File: config.mk
export PLATFORM = sky130hd
export DESIGN_NAME = disp_scan_ctrl
export DESIGN_NICKNAME = d
export VERILOG_FILES = /design/src/rtl/disp_pkg.sv /design/src/rtl/disp_scan_ctrl_hex_to_7seg.sv /design/src/rtl/disp_scan_ctrl.sv
export SDC_FILE = /design/constraint.sdc
export NUM_CORES = 1
export LEC_CHECK = 0
export ABC_AREA = 1
export CORE_MARGIN = 5
export CORE_UTILIZATION = 60
export CTS_BUF_LIST = sky130_fd_sc_hd__clkbuf_4
export DETAILED_ROUTE_END_ITERATION = 8
export GPL_ROUTABILITY_DRIVEN = 0
export HOLD_SLACK_MARGIN = 0.12
export PLACE_DENSITY = 0.93
export SETUP_SLACK_MARGIN = 0.05
export SLEW_MARGIN = 20
export SYNTH_ARGS = -nofsm -noshare
export SYNTH_HDL_FRONTEND = slang
export SYNTH_SLANG_ARGS = --single-unit
File: constraint.sdc
create_clock -name clk_in -period 5.6 [get_ports clk_in]
set_clock_uncertainty 0.05 [all_clocks]
set_input_delay 0.84 -clock clk_in [delete_from_list [all_inputs] [get_ports clk_in]]
set_output_delay 0.84 -clock clk_in [all_outputs]
set_load 0.005 [all_outputs]
File: src/rtl/disp_pkg.sv
// Shared types and constants for the 7-segment scan controller.
package disp_pkg;

    // Scan controller states.
    typedef enum logic [1:0] {
        IDLE  = 2'd0,
        BLANK = 2'd1,
        DRIVE = 2'd2
    } scan_state_t;

    localparam int unsigned SEG_W = 7;

    // All segments off (active-low).
    localparam logic [SEG_W-1:0] SEG_OFF = 7'h7F;

    // Active-low hex glyphs, bit order {g,f,e,d,c,b,a}; entry n is glyph n.
    localparam logic [SEG_W-1:0] SEG_TABLE [16] = '{
        7'h40, 7'h79, 7'h24, 7'h30,   // 0 1 2 3
        7'h19, 7'h12, 7'h02, 7'h78,   // 4 5 6 7
        7'h00, 7'h10, 7'h08, 7'h03,   // 8 9 A b
        7'h46, 7'h21, 7'h06, 7'h0E    // C d E F
    };

    // Parameter legality limits.
    localparam int unsigned MIN_TICK_DIV  = 2;
    localparam int unsigned MIN_BLANK_CYC = 1;

endpackage

File: src/rtl/disp_scan_ctrl_hex_to_7seg.sv
// Combinational hex nibble to active-low 7-segment decoder.
module hex_to_7seg
    import disp_pkg::*;
(
    input  logic [3:0]       nibble,
    output logic [SEG_W-1:0] seg_c
);

    // Table lookup of the glyph for the nibble.
    always_comb begin
        seg_c = SEG_TABLE[nibble];
    end

endmodule

File: src/rtl/disp_scan_ctrl.sv
// Time-multiplexed common-anode 7-segment scan controller with
// per-slot ghost blanking and frame-synchronous double buffering.
// Optional build macro: DISP_LEAD_ZERO_BLANK_EN (suppress leading zeros).
module disp_scan_ctrl
    import disp_pkg::*;
#(
    parameter int unsigned DIGITS    = 4,
    parameter int unsigned TICK_DIV  = 250000,
    parameter int unsigned BLANK_CYC = 1000
) (
    input  logic                  clk_in,
    input  logic                  rst_n,
    input  logic                  enable,
    input  logic                  load,
    input  logic [4*DIGITS-1:0]   digits_in,
    input  logic [DIGITS-1:0]     dp_in,
    output logic [DIGITS-1:0]     an_out,
    output logic [SEG_W-1:0]      seg_out,
    output logic                  dp_out,
    output logic                  frame_done
);

    localparam int unsigned CNT_W = $clog2(TICK_DIV);
    localparam int unsigned IDX_W = (DIGITS > 1) ? $clog2(DIGITS) : 1;
    localparam int unsigned NIB_W = 4 * DIGITS;

    if (TICK_DIV < MIN_TICK_DIV) begin : g_bad_tick_div
        $error("disp_scan_ctrl: TICK_DIV must be at least 2");
    end
    if ((BLANK_CYC < MIN_BLANK_CYC) || (BLANK_CYC >= TICK_DIV)) begin : g_bad_blank_cyc
        $error("disp_scan_ctrl: BLANK_CYC must satisfy 1 <= BLANK_CYC < TICK_DIV");
    end

    scan_state_t        state, state_nxt;
    logic [CNT_W-1:0]   cnt, cnt_nxt;
    logic [IDX_W-1:0]   idx, idx_nxt;
    logic               wrap_c;
    logic               frame_done_nxt;

    logic [NIB_W-1:0]   pend_nib, pend_nib_nxt;
    logic [DIGITS-1:0]  pend_dp, pend_dp_nxt;
    logic               pend_vld, pend_vld_nxt;
    logic [NIB_W-1:0]   shd_nib, shd_nib_nxt;
    logic [DIGITS-1:0]  shd_dp, shd_dp_nxt;

    logic [3:0]         sel_nib;
    logic               sel_dp;
    logic               sel_blank;
    logic [DIGITS-1:0]  lz_blank;
    logic [SEG_W-1:0]   seg_dec_c;

    logic [DIGITS-1:0]  an_nxt;
    logic [SEG_W-1:0]   seg_nxt;
    logic               dp_nxt;

    // Next-state logic: slot counter, digit index and frame wrap.
    always_comb begin
        state_nxt      = state;
        cnt_nxt        = cnt;
        idx_nxt        = idx;
        wrap_c         = 1'b0;
        frame_done_nxt = 1'b0;
        if (!enable) begin
            state_nxt = IDLE;
            cnt_nxt   = '0;
            idx_nxt   = '0;
        end else begin
            case (state)
                IDLE: begin
                    state_nxt = BLANK;
                    cnt_nxt   = '0;
                    idx_nxt   = '0;
                end
                BLANK: begin
                    cnt_nxt = cnt + CNT_W'(1);
                    if (cnt == CNT_W'(BLANK_CYC - 1)) begin
                        state_nxt = DRIVE;
                    end
                end
                DRIVE: begin
                    if (cnt == CNT_W'(TICK_DIV - 1)) begin
                        state_nxt = BLANK;
                        cnt_nxt   = '0;
                        if (idx == IDX_W'(DIGITS - 1)) begin
                            idx_nxt        = '0;
                            wrap_c         = 1'b1;
                            frame_done_nxt = 1'b1;
                        end else begin
                            idx_nxt = idx + IDX_W'(1);
                        end
                    end else begin
                        cnt_nxt = cnt + CNT_W'(1);
                    end
                end
                default: begin
                    state_nxt = IDLE;
                    cnt_nxt   = '0;
                    idx_nxt   = '0;
                end
            endcase
        end
    end

    // Pending/shadow buffer update; shadow only changes at a wrap or while idle.
    always_comb begin
        pend_nib_nxt = pend_nib;
        pend_dp_nxt  = pend_dp;
        pend_vld_nxt = pend_vld;
        shd_nib_nxt  = shd_nib;
        shd_dp_nxt   = shd_dp;
        if (load) begin
            pend_nib_nxt = digits_in;
            pend_dp_nxt  = dp_in;
            pend_vld_nxt = 1'b1;
        end
        if (wrap_c) begin
            if (load) begin
                shd_nib_nxt  = digits_in;
                shd_dp_nxt   = dp_in;
                pend_vld_nxt = 1'b0;
            end else if (pend_vld) begin
                shd_nib_nxt  = pend_nib;
                shd_dp_nxt   = pend_dp;
                pend_vld_nxt = 1'b0;
            end
        end else if ((state == IDLE) && pend_vld) begin
            shd_nib_nxt = pend_nib;
            shd_dp_nxt  = pend_dp;
            if (!load) begin
                pend_vld_nxt = 1'b0;
            end
        end
    end

    // Leading-zero suppression mask computed from the upcoming shadow contents.
    always_comb begin
        lz_blank = '0;
`ifdef DISP_LEAD_ZERO_BLANK_EN
        begin
            logic zero_run;
            zero_run = 1'b1;
            for (int i = DIGITS - 1; i >= 1; i--) begin
                zero_run    = zero_run && (shd_nib_nxt[i*4 +: 4] == 4'h0) && !shd_dp_nxt[i];
                lz_blank[i] = zero_run;
            end
        end
`endif
    end

    // Select the nibble, dp and blank flag of the digit about to be shown.
    always_comb begin
        sel_nib   = '0;
        sel_dp    = 1'b0;
        sel_blank = 1'b0;
        for (int i = 0; i < DIGITS; i++) begin
            if (idx_nxt == IDX_W'(i)) begin
                sel_nib   = shd_nib_nxt[i*4 +: 4];
                sel_dp    = shd_dp_nxt[i];
                sel_blank = lz_blank[i];
            end
        end
    end

    hex_to_7seg u_hex_to_7seg (
        .nibble (sel_nib),
        .seg_c  (seg_dec_c)
    );

    // Output drive values, registered alongside the state.
    always_comb begin
        an_nxt  = '1;
        seg_nxt = SEG_OFF;
        dp_nxt  = 1'b1;
        if ((state_nxt == DRIVE) && !sel_blank) begin
            for (int i = 0; i < DIGITS; i++) begin
                an_nxt[i] = (idx_nxt != IDX_W'(i));
            end
            seg_nxt = seg_dec_c;
            dp_nxt  = !sel_dp;
        end
    end

    // Scan state, counters and output registers.
    always_ff @(posedge clk_in) begin
        if (!rst_n) begin
            state      <= IDLE;
            cnt        <= '0;
            idx        <= '0;
            an_out     <= '1;
            seg_out    <= SEG_OFF;
            dp_out     <= 1'b1;
            frame_done <= 1'b0;
        end else begin
            state      <= state_nxt;
            cnt        <= cnt_nxt;
            idx        <= idx_nxt;
            an_out     <= an_nxt;
            seg_out    <= seg_nxt;
            dp_out     <= dp_nxt;
            frame_done <= frame_done_nxt;
        end
    end

    // Digit data buffers.
    always_ff @(posedge clk_in) begin
        if (!rst_n) begin
            pend_nib <= '0;
            pend_dp  <= '0;
            pend_vld <= 1'b0;
            shd_nib  <= '0;
            shd_dp   <= '0;
        end else begin
            pend_nib <= pend_nib_nxt;
            pend_dp  <= pend_dp_nxt;
            pend_vld <= pend_vld_nxt;
            shd_nib  <= shd_nib_nxt;
            shd_dp   <= shd_dp_nxt;
        end
    end

endmodule

Yosys cells after proc, flatten, opt, wreduce, memory -nomap -nowiden
Memories as Yosys holds them, arrays and structs flattened. A register that Yosys moved wholly into a read port is not among the register bits.
Cells that the tools add are included.
W data, S select, Z words.
{ "classes": {"mux": 36, "n_reduce_logical": 8, "n_eq_ne": 12, "n_bitwise": 1, "add_sub_neg": 2} }
{ "op_table": {"columns": ["operator", "n"], "rows": [
  ["$mux W16", 4],
  ["$pmux W18 S2", 1],
  ["$mux W4", 8],
  ["$add A18 B1 Y18 const B", 1],
  ["$eq A18 B10 Y1 const B", 1],
  ["$eq A18 B18 Y1 const B", 1],
  ["$mux W18", 1],
  ["$mux W1", 14],
  ["$mux W2", 6],
  ["$eq A2 B2 Y1 const B", 5],
  ["$pmux W2 S3", 1],
  ["$not A4 Y5", 1],
  ["$eq A2 B1 Y1 const B", 2],
  ["$logic_not A2 Y1", 2],
  ["$ne A2 B2 Y1 const B", 2],
  ["$pmux W2 S2", 1],
  ["$reduce_and A2 Y1", 2],
  ["$add A2 B1 Y2 const B", 1],
  ["$logic_not A1 Y1", 2],
  ["$ne A2 B1 Y1 const B", 1],
  ["$reduce_bool A2 Y1", 1],
  ["$logic_and A1 B1 Y1", 1]
]} }
{ "word_totals": {"memories": 1, "output_inout_bits": 13, "rom_bits": 112, "word_cells": 71, "reg_bits": 69, "input_bits": 24} }
{ "memory_table": {"columns": ["name", "words", "word_bits", "rd", "rd_ports_with_merged_regs", "write_ports", "line", "source"], "rows": [
  ["(no name shown)", 16, 7, 1, 1, 0, "disp_scan_ctrl_hex_to_7seg.sv:11", "seg_c = SEG_TABLE[nibble];"]
]} }

Depth between registers and ports, before layout
{ "depth": {"word_depth": 11, "ltp_mapped": 20, "depth_no_buf": 20} }

Cells and area by module
From an unflattened synthesis, not the netlist that was laid out.
{ "unflattened": {"cells_unflattened": 622, "hier_area_um2": 4187.8} }
{ "by_module_without_submodules": {"columns": ["module", "cells_per_inst", "area_each_um2", "n_inst", "seq_area_each_um2"], "rows": [
  ["disp_scan_ctrl", 573, 3913.8, 1, 1521.5],
  ["hex_to_7seg", 49, 274.0, 1, 0.0]
]} }

Worst setup path before layout
No wires, ideal clock.
{ "synth_timing": {"path_type": "input to register", "start": "input port enable", "end": "register seg_out[3]", "n_path_buf": 1, "arrival_ns": 2.494, "stages": 15, "t_required_ns": 5.427, "slack_ns": 2.933, "setup_ns": 0.123, "cell_sequence": "nand2_1 -> nor2_1 -> nand4_4 -> buf_2 -> o21ai_1 -> inv_1 -> nand3_1 -> nand3_1 -> nor2_2 -> inv_1 -> ha_1 -> nand3_1 -> nand2_1 -> nand2_1 -> nand3_1"} }
{ "synth_between": {"elab_chain_cells": 7, "elab_cells_between_ends": 16, "classes_between": "4 x eq/ne; 8 x mux; 1 x bitwise; 3 x reduce/logical"} }
{ "synth_rtl": {"columns": ["item", "line", "source"], "rows": [
  ["from (decl)", "disp_scan_ctrl.sv:13", "input logic enable,"],
  ["$mux W1 or $mux W2 (tied branches)", "disp_scan_ctrl.sv:63", "if (!enable) begin"],
  ["$mux W16 or $logic_not A2 Y1 (tied branches)", "disp_scan_ctrl.sv:116, disp_scan_ctrl.sv:156", null],
  ["$mux W4 (4 in series)", "disp_scan_ctrl.sv:156", "if (idx_nxt == IDX_W'(i)) begin"],
  ["$not A4 Y5 (not written as such)", "disp_scan_ctrl_hex_to_7seg.sv:11", null],
  ["to (decl)", "disp_scan_ctrl.sv:18", "output logic [SEG_W-1:0] seg_out,"]
]} }
Parallel ways exist; a longest one is shown, timed or not.
A chain may end at the register's enable or synchronous reset.

Final worst setup path
{ "layout_timing": {"start": "register state[0]", "end": "register seg_out[3]"} }
{ "layout_between": {"elab_chain_cells": 9, "elab_cells_between_ends": 26, "classes_between": "6 x eq/ne; 14 x mux; 1 x bitwise; 5 x reduce/logical"} }
{ "layout_rtl": {"columns": ["item", "line", "source"], "rows": [
  ["from (decl)", "disp_scan_ctrl.sv:34", "scan_state_t state, state_nxt;"],
  ["from (signal assigned)", "disp_scan_ctrl.sv:194", "state <= state_nxt;"],
  ["$eq A2 B2 Y1, or another cell as far along", "disp_scan_ctrl.sv:68", "case (state)"],
  ["$pmux W2 S2, or another cell as far along", "disp_scan_ctrl.sv:68", null],
  ["$mux W2, or another cell as far along", "disp_scan_ctrl.sv:63", null],
  ["$logic_not A2 Y1 or $mux W16 (tied branches)", "disp_scan_ctrl.sv:156, disp_scan_ctrl.sv:116", null],
  ["$mux W4 (4 in series)", "disp_scan_ctrl.sv:156", null],
  ["$not A4 Y5 (not written as such)", "disp_scan_ctrl_hex_to_7seg.sv:11", null]
]} }
Parallel ways exist; a longest one is shown, timed or not.

==> impl_metrics.toml <==
[critical_path]
path_buf_inv = 3
critical-path-slowest-cell = "nand2_1"
crit_arrival_ns = 3.93
criticalPathCategory = "flip-flop to flip-flop"
path_max_fanout = 25
r2r-end = "seg_out[3]"
required_ns = 5.86
path_cells = "inv_1 -> ha_1 -> nand2_1 -> mux2i_1 -> nand2_1 -> o21ai_1 -> inv_1 -> nand3_1 -> nand3_1 -> nor2_2 -> inv_1 -> ha_1 -> nand3_1 -> nand2_1 -> nand2_1 -> nand3_1"
cpPeakStageDelay_ns = 0.72
timing.rr.start = "state[0]"
r2r_cells = 16
endpoint_kind = "flip-flop"
rrSetupSlack_ns = 1.93
cp-start-kind = "flip-flop"
crit_family = "simple AND/OR/NAND/NOR gates"
startpoint = "state[0]"

[yosys]
async_reset_ff_share_pct = 0
synth_enable_flop_cells = 0
yosysWarnings = 0
avgSynthCellArea_um2 = 6.97
yosysSeqAreaShare_pct = 37.0
ys_seq_elements = 76
synth_cells = 591
syn_nets = 627
syn_area_um2 = 4120
synthFlopType = "dfxtp_1"
ys_types = 41

[clock_tree]
cts_tree = "built"
cts_root_buffer = "clkbuf_4"
h-tree-depth = 3
clkLatencyLatePin_ns = 0.43
clk_path_buf_depth = 2
hold_buffers = 0
cts_buffers = 9
clkSlewWorstSetupHoldPaths_ns = 0.11
clock_sinks = 76
cts-resized-gates = 0
cts_setup_buffers = 0

[grt]
grt_max_degree = 41
grt_usage_pct = 24.0
grt_overflow = 0
grt_pass1_vias = 3716
antenna_found_initial = 0
grt_pass1_wl_um = 17000

[floorplan]
die_width_um = 92.8
rows = 30
boundaryPins = 37
die_h_um = 92.8
design.core.area_um2 = 6720
start_util_pct = 61.3
die_area_um2 = 8620

[power]
seq_power_share_pct = 58.3
combPwrFrac_pct = 14.5
intPower_mw = 0.692
power.density_nw_per_um2 = 212
netSwitchingFraction_pct = 28.8
power.clock.fraction_pct = 27.1
switchingPower_mw = 0.279
ir_worst_vdd_v = 0.000148
p_leak_nw = 1.91

[finish]
final_cell_mix = "113 x nand2_1, 88 x nor2_1, 76 x dfxtp_1"
multi_input_area_um2 = 2260
seqCellArea_um2 = 1520
finalInstanceArea_um2 = 4580
antenna_cells = 0
fin_nets = 653
nFillCells = 524
drive_gt1_share_pct = 8.71
syn2layout_area_growth_pct = 11.3
layout_commonest_cell = "nand2_1"

[timing]
rsz0062_at_grt = "no"
tightest_slew_ns = 0.915
post-route-period-util_pct = 65.5
max_slew_margin_pct = 38.9
hold_viol = 0
slew_violations = 0
finalSetupTns_ns = 0
setup_viol = 0
clock.fmax_ghz = 0.272
fin_crit_ns = 3.67

[outcome]
status = "completed"

[flow_run]
drv_cap = 0

[worst_hold_path]
holdPathStages = 1
hp-start = "cnt[0]"
hold_path_class = "flip-flop to flip-flop"
hold-path-endpoint = "cnt[0]"

[routing]
drt_iter0_drc = 422
drc_errors = 0
wire_per_inst_um = 14.0
vias_per_cell = 5.80
vias = 4060
ant_nets = 0
dr.pass1.iters = 5
drt_wl_total_um = 9830

[placed_design]
io_buffers = 36
placed_cell_area_um2 = 4490
dp_hpwl_um = 7090
-- power groups by stage --
stage	Clock [mW]	Sequential (mW)	Combinational, mW
finish	0.263	0.567	0.141
global route	0.289	0.569	0.158
floorplan	0	0.576	0.0959
detailed placement	0	0.578	0.138
CTS	0.264	0.566	0.138
global placement	0	0.577	0.132
-- metrics by stage --
| step | power, mW | hold slack (ns) | setup slack [ns] | instances | util (%) |
|---|---|---|---|---|---|
| finish | 0.971 | 0.419 | 1.93 | 700 | 68.2 |
| global route | 1.02 | 0.456 | 1.53 | 700 | 68.2 |
| detailed placement | 0.716 | 0.404 | 1.66 | 686 | 66.9 |
| floorplan | 0.672 | 0.368 | 2.93 | 591 | - |
| CTS | 0.968 | 0.420 | 1.98 | 700 | 68.2 |
| global placement | 0.709 | 0.379 | 1.85 | 686 | 66.9 |
-- cell type report --
class | count | share of cell area [%]
clock buffers | 9 | 1.48
inverters | 59 | 4.89
multi-input cells | 431 | 49.2
clock inverters | 5 | 0.464
repair buffers | 40 | 8.52
well taps | 80 | 2.19
flip-flops and latches | 76 | 33.2
-- synthesized netlist by cell type (4+ instances only) --
cell | n | area (um2)
nor2_4 | 5 | 56.3
nand2_1 | 113 | 424
inv_2 | 7 | 26.3
buf_2 | 5 | 25.0
nor2_1 | 88 | 330
ha_1 | 12 | 150
clkinv_1 | 5 | 18.8
nor3_1 | 7 | 35.0
dfxtp_1 | 76 | 1520
nand4_1 | 6 | 37.5
inv_1 | 46 | 173
xor2_1 | 6 | 52.6
clkbuf_1 | 18 | 67.6
o21ai_0 | 62 | 310
o21ai_1 | 12 | 60.1
nand3_1 | 40 | 200
a21oi_1 | 36 | 180
nor4_1 | 4 | 25.0
-- layer usage --
metal	GRT usage (%)	up-vias	routed length (um)
li1	-	1985	-
met1	31.4	1870	4340
met2	38.1	186	4550
met3	5.28	19	751
met4	10.0	0	186
met5	0	-	0
-- how the worst max path moves through the flow --
stage / cells past startpoint / to
finish: 16 / seg_out[3]
global route: 16 / seg_out[3]
CTS: 16 / seg_out[3]
detailed placement: 17 / seg_out[3]
global placement: 17 / seg_out[3]
floorplan: 15 / seg_out[3]
-- flip-flops by register name, indices dropped and copies added, names as in the netlist --
name / count
pend_dp: 4
cnt: 18
idx: 2
pend_nib: 16
dp_out: 1
pend_vld: 1
an_out: 4
frame_done: 1
shd_nib: 16
seg_out: 7
shd_dp: 4
state: 2
-- cell families (layout without fill, tap and decap cells) --
logic type	after synthesis	count (layout)	synth area share [%]
compound gates	120	120	15.5
mux	3	3	0.730
fa+ha+maj	12	12	3.65
buf+inv	84	113	8.24
simple gates	289	289	33.5
flops	76	76	37.0
xor+xnor	7	7	1.49
(Power assumes the default switching activity.)
